--- config.mk ---
export PLATFORM = sky130hd
export DESIGN_NAME = sample_gain_stage
export DESIGN_NICKNAME = d
export VERILOG_FILES = /design/src/rtl/sample_gain_stage.sv
export SDC_FILE = /design/constraint.sdc
export NUM_CORES = 1
export LEC_CHECK = 0
export ABC_AREA = 1
export CORE_ASPECT_RATIO = 0.5
export CORE_UTILIZATION = 59
export DETAILED_ROUTE_END_ITERATION = 10
export PLACE_DENSITY = 0.82
export RECOVER_POWER = 100
export SLEW_MARGIN = 20
export SYNTH_ARGS = -nofsm -noshare
export SYNTH_HDL_FRONTEND = slang
export SYNTH_SLANG_ARGS = --single-unit
--- constraint.sdc ---
create_clock -name clk -period 4.7 [get_ports clk]
set_input_delay 0.94 -clock clk [delete_from_list [all_inputs] [get_ports clk]]
set_output_delay 0.94 -clock clk [all_outputs]
set_load 0.005 [all_outputs]
--- src/rtl/sample_gain_stage.sv ---
// Volume/mute gain stage: scales signed samples by a 0..15 (x/8) gain, saturates, re-strobes.
// Define SAMPLE_GAIN_FADE_EN to build the per-sample fade-out/fade-in mute machine.
module sample_gain_stage #(
  parameter int unsigned FADE_STEP  = 64,
  parameter logic [3:0]  GAIN_RESET = 4'd8
) (
  input  logic        clk,
  input  logic        reset,
  input  logic [15:0] sample_in,
  input  logic        new_sample_in,
  input  logic        vol_up,
  input  logic        vol_down,
  input  logic        mute_toggle,
  output logic [15:0] sample_out,
  output logic        new_sample_out,
  output logic [3:0]  gain_level,
  output logic        muted
);

  if (FADE_STEP < 1) begin : g_bad_fade_step
    $error("FADE_STEP must be at least 1");
  end

`ifdef SAMPLE_GAIN_FADE_EN
  typedef enum logic [1:0] {StPlay, StFadeOut, StMuted, StFadeIn} state_e;
`else
  typedef enum logic [0:0] {StPlay, StMuted} state_e;
`endif

  state_e            state_q, state_d;
  logic [3:0]        gain_set_q, gain_set_d;
  logic [3:0]        gain_eff_q, gain_eff_d;
  logic              muted_q, muted_d;
  logic signed [20:0] prod_q, prod_d;
  logic signed [20:0] shr;
  logic              valid1_q;
  logic [15:0]       sample_out_q, sample_out_d;
  logic              new_out_q;

  always_comb begin
    gain_set_d = gain_set_q;
    if (vol_up && !vol_down && (gain_set_q != 4'd15)) begin
      gain_set_d = gain_set_q + 4'd1;
    end else if (vol_down && !vol_up && (gain_set_q != 4'd0)) begin
      gain_set_d = gain_set_q - 4'd1;
    end
  end

`ifdef SAMPLE_GAIN_FADE_EN
  localparam int unsigned CntW = (FADE_STEP > 1) ? $clog2(FADE_STEP) : 1;

  logic [CntW-1:0] cnt_q, cnt_d;
  logic            fading, tick;

  assign fading = (state_q == StFadeOut) || (state_q == StFadeIn);
  assign tick   = fading && new_sample_in && (cnt_q == CntW'(FADE_STEP - 1));

  always_comb begin
    state_d    = state_q;
    gain_eff_d = gain_eff_q;
    case (state_q)
      StPlay: begin
        gain_eff_d = gain_set_q;
        if (mute_toggle) state_d = StFadeOut;
      end
      StFadeOut: begin
        if (mute_toggle) begin
          state_d = StFadeIn;
        end else if (gain_eff_q == 4'd0) begin
          state_d = StMuted;
        end else if (tick) begin
          gain_eff_d = gain_eff_q - 4'd1;
          if (gain_eff_q == 4'd1) state_d = StMuted;
        end
      end
      StMuted: begin
        gain_eff_d = 4'd0;
        if (mute_toggle) state_d = StFadeIn;
      end
      StFadeIn: begin
        if (mute_toggle) begin
          state_d = StFadeOut;
        end else if (gain_eff_q >= gain_set_q) begin
          // Covers gain_set lowered mid-fade and a zero gain_set on entry.
          gain_eff_d = gain_set_q;
          state_d    = StPlay;
        end else if (tick) begin
          gain_eff_d = gain_eff_q + 4'd1;
          if ((gain_eff_q + 4'd1) == gain_set_q) state_d = StPlay;
        end
      end
      default: state_d = StPlay;
    endcase
  end

  always_comb begin
    cnt_d = cnt_q;
    if ((state_d != state_q) || !fading) begin
      cnt_d = '0;
    end else if (new_sample_in) begin
      cnt_d = tick ? '0 : cnt_q + 1'b1;
    end
  end

  assign muted_d = (state_d == StFadeOut) || (state_d == StMuted);

  always_ff @(posedge clk or posedge reset) begin
    if (reset) cnt_q <= '0;
    else       cnt_q <= cnt_d;
  end
`else
  always_comb begin
    state_d    = state_q;
    gain_eff_d = gain_eff_q;
    case (state_q)
      StPlay: begin
        if (mute_toggle) begin
          state_d    = StMuted;
          gain_eff_d = 4'd0;
        end else begin
          gain_eff_d = gain_set_q;
        end
      end
      StMuted: begin
        if (mute_toggle) begin
          state_d    = StPlay;
          gain_eff_d = gain_set_q;
        end else begin
          gain_eff_d = 4'd0;
        end
      end
      default: state_d = StPlay;
    endcase
  end

  assign muted_d = (state_d == StMuted);
`endif

  // Gain is zero-extended so the multiply stays signed x non-negative.
  always_comb begin
    prod_d = prod_q;
    if (new_sample_in) begin
      prod_d = $signed({{5{sample_in[15]}}, sample_in}) * $signed({17'd0, gain_eff_q});
    end
  end

  assign shr = prod_q >>> 3;

  always_comb begin
    sample_out_d = sample_out_q;
    if (valid1_q) begin
      if (shr > 21'sd32767) begin
        sample_out_d = 16'h7fff;
      end else if (shr < -21'sd32768) begin
        sample_out_d = 16'h8000;
      end else begin
        sample_out_d = shr[15:0];
      end
    end
  end

  always_ff @(posedge clk or posedge reset) begin
    if (reset) begin
      state_q      <= StPlay;
      gain_set_q   <= GAIN_RESET;
      gain_eff_q   <= GAIN_RESET;
      muted_q      <= 1'b0;
      prod_q       <= '0;
      valid1_q     <= 1'b0;
      sample_out_q <= '0;
      new_out_q    <= 1'b0;
    end else begin
      state_q      <= state_d;
      gain_set_q   <= gain_set_d;
      gain_eff_q   <= gain_eff_d;
      muted_q      <= muted_d;
      prod_q       <= prod_d;
      valid1_q     <= new_sample_in;
      sample_out_q <= sample_out_d;
      new_out_q    <= valid1_q;
    end
  end

  assign sample_out     = sample_out_q;
  assign new_sample_out = new_out_q;
  assign gain_level     = gain_set_q;
  assign muted          = muted_q;

endmodule

== Word level (Yosys, flattened, before mapping) ==
Index checks and enable logic that the tools add are counted.
Word-level totals
  bits in registers: 48
  output and inout port bits: 22
  bits of input ports: 22
  logic and storage cells: 32
Operators by class
  multiplexer cells: 10
  equality and inequality tests: 1
  multipliers: 1
  magnitude comparators: 2
  bitwise operators: 1
  add/subtract/negate cells: 2
  reductions and logical operators: 8
Operators by type and width (count)
  $mux 16: 2
  $mul 16x5->21: 1
  $gt 18x16->1 const B: 1
  $lt 18x16->1 const B: 1
  $mux 4: 4
  $pmux 4 s2: 1
  $add 4x1->4 const B: 1
  $logic_and 1x1->1: 4
  $ne 4x4->1 const B: 1
  $reduce_bool 4->1: 1
  $sub 4x1->4 const B: 1
  $logic_not 1->1: 2
  $mux 1: 2
  $pmux 1 s2: 1
  $reduce_bool 2->1: 1
  $not 1->1: 1

== Logic depth before layout (Yosys ltp) ==
  depth in word-level cells: 5
  gate-level depth with buffers: 21
  mapped depth without buffers: 19

== Worst setup path before layout ==
OpenSTA, ideal clock, no wires.
  kind: in2reg
  start point: input sample_in[9]
  end point: register prod_q[12]
  stages on the path: 16
  path slack: 1038 ps
  data required time: 4583 ps
  arrival time: 3545 ps
  cell sequence: nand2_1 > inv_1 > ha_1 > fa_1 > inv_1 > fa_1 > inv_1 > ha_1 > nand2_1 > inv_1 > nand2_1 > nand2_1 > nand3b_1 > or2_1 > nand3_1 > nand2_1
Between the ends
  word-level cells in the longest chain between the ends: 1
Ends and longest elaborated chain
  start: declaration: line 9  | input logic [15:0] sample_in,
  $mul 16x5->21: line 143  | prod_d = $signed({{5{sample_in[15]}}, sample_in}) * $signed({17'd0, gain_eff_q});
  end signal: assignment: line 177  | prod_q <= prod_d;
  end: declaration: line 34  | logic signed [20:0] prod_q, prod_d;
No other way between the ends.
A chain may end at the register's enable or synchronous reset.

== Worst setup path in the final report ==
  start point: input sample_in[5]
  end point: register prod_q[12]
Same word-level chain as after synthesis.

==> impl_metrics.ini <==
[worst_setup_path]
crit_type = primary input to register
path_cells = dlygate4sd3_1, nand2_1, inv_1, ha_1, fa_1, inv_1, fa_1, inv_1, ha_1, a21oi_1, nand2_1, nand2_1, nand3b_1, or2_1, nand3_1, nand2_1
startpoint_type = primary input
r2r_start = gain_eff_q[2]
crit_path_end_kind = register
critPathMaxFanout = 4
r2r_cells = 16
r2r_slack_ns = 0.97
required_ns = 4.88
r2r_end = prod_q[19]
cp_common_cell = nand2_1
worstPathArrival_ns = 4.47
cp_slowest_cell = dlygate4sd3_1
critPathMaxStageDelay_ns = 0.61

[logic_synthesis]
synthArstFlopShare_pct = 100
yosysWarnings = 0
syn_area_um2 = 4400
synth_area_leaders = dfrtp_1 (24%), fa_1 (15%), nand2_1 (14%), inv_1 (13%), ha_1 (11%)
ys_seq_area_share_pct = 25.6
synth_top_area_share_pct = 24.4
syn-num-nets = 706
synth_area_per_cell_um2 = 7.22
ys.flop_type = dfrtp_1
ys_ff_latch = 45
synth.most_common_cell = nand2_1
synth_edf_count = 0
synthDistinctLibCells = 31
yosysTopAreaCell = dfrtp_1
synth_cells = 610
synth_common_cells = nand2_1 (166), inv_1 (158), dfrtp_1 (43)

[cts]
cts_setup_buffers = 0
clockRootBuffer = clkbuf_16
numCtsBuffers = 5
clock_latency_ns = 0.29
cts_tree = yes
cts_max_path_buffers = 2
clk_pin_slew_ns = 0.07
hold_buffers = 0
clock_sinks = 45
h-tree-depth = 2
cts_resized = 0

[cells_and_area]
design_area_um2 = 5040
drive_gt1_share_pct = 2.31
final_util_pct = 72.6
antenna_cells = 0
area_delta_synth_final_pct = 14.4
num-fill-cells = 575
nNetsFinal = 743
stdcell_count = 740

[detailed_routing]
initialDrtViolationCount = 240
wl_per_cell_um = 12.3
wl_mm = 9.11
drc = 0
vias_per_cell = 5.06
dr.pass1.iters = 5
ant_nets = 0
vias = 3744

[global_routing]
use_met3_pct = 5.71
antenna_found_initial = 0
overflow = 0
gr-usage-met2_pct = 38.9
track_usage_pct = 26.2
grt_max_degree = 46
grt_pass1_wl_mm = 16.0
top_usage_layer = met2
grt_pass1_vias = 3575
met1_usage_pct = 38.7

[die]
die_area_um2 = 7840
io_pins = 44
row_count = 21
coreArea_um2 = 6940
die_x_um = 124
die_h_um = 63.1
start_util_pct = 63.5

[timing]
setup_ws_ns = 0.417
rsz0062_at_grt = false
setup_viol_count_final = 0
tns_ns = 0
min_period_ns = 4.28
hold_viol_final = 0
tightest_slew_ns = 2.38
maxSlewViolCount = 46
fmax_ghz = 0.233
fin_skew_ns = 0.00637
maxSlewHeadroom_pct = -58.6
hold_slack_ns = 0.483
period_share_pct = 91.1

[worst_hold_path]
hold_end = prod_q[19]
holdCritPathClass = register to register
min_path_cells = 2
min_from = prod_q[19]

[run]
cap_violations = 1

[status]
status = finished with violations
violations = capacitance limit, slew limit

[placed_design]
gp_congestion = 0.870
place_inst = 732
dp_hpwl_mm = 7.35
post-place-ws_ns = 0.248
numPortBuffers = 43
place_area_um2 = 4900

[power]
p_leak_nw = 3.06
ir_drop_uv = 257
cellPowerDensity_nw_per_um2 = 605
report.power.total_mw = 3.05
## worst max-delay path by stage
stage | start | to | slack (ns) | depth (start not counted)
after floorplan | sample_in[9] | prod_q[12] | 1.04 | 16
after global placement | sample_in[5] | prod_q[12] | 0.31 | 16
after detailed placement | sample_in[5] | prod_q[12] | 0.25 | 16
after CTS | sample_in[5] | prod_q[12] | 0.55 | 16
after global routing | sample_in[5] | prod_q[16] | 0.15 | 18
final | sample_in[5] | prod_q[12] | 0.42 | 16
## layout make-up
cell class	instances	area, um^2	area share (%)
Clock buffer	5	125	2.48
Clock inverter	3	25.0	0.497
Inverter	161	604	12.0
Multi-Input combinational cell	390	2610	51.7
Sequential cell	45	1130	22.4
Tap cell	92	115	2.28
Timing Repair Buffer	44	434	8.62
## routing by layer
metal	part of all wire [%]	wire length [um]
met5	0	0
met4	1.4	129
met3	8.2	746
met2	41	3700
met1	50	4530
## power breakdown
part	internal, mW	switching, mW	total (mW)
logic	0.793	1.15	1.95
registers	0.567	0.175	0.743
clock network	0.201	0.159	0.360
## placed cells by master (no fill, tap or decap), types with 4 or more instances in the layout
cell             count
clkbuf_16            5
fa_1                34
ha_1                40
nor2_1              39
o21ai_0             13
o21ai_1              5
o22ai_1             15
nand3b_1             4
dfrtp_1             43
inv_1              157
xnor2_1              6
dlygate4sd3_1       28
nand2_1            168
a21oi_1             17
nand3_1             28
clkdlybuf4s50_1     15
xor2_1               7
## cells by family (layout without fill, tap and decap cells)
family	Yosys count	count (layout)	share of synthesized area, %
adder cells (fa/ha/maj)	74	74	26.8
buffers and inverters	175	213	15.1
multiplexers	1	1	0.256
AO/OA/AOI/OAI	53	53	6.65
AND/OR/NAND/NOR	249	249	23.0
flip-flops	45	45	25.6
XOR/XNOR	13	13	2.59
## critical path: cells and delay by family
family | cells | cell delay (ns)
buffers and inverters | 4 | 0.77
and+or+nand+nor | 7 | 0.74
adders and majority gates | 4 | 1.75
AOI/OAI and AO/OA | 1 | 0.28
## sequential cells by signal, indices dropped and copies added, names as in the netlist
signal / count
gain_level: 4
valid1_q: 1
prod_q: 18
new_sample_out: 1
muted: 1
sample_out: 16
gain_eff_q: 4
Power figures use the tool's default switching activity.
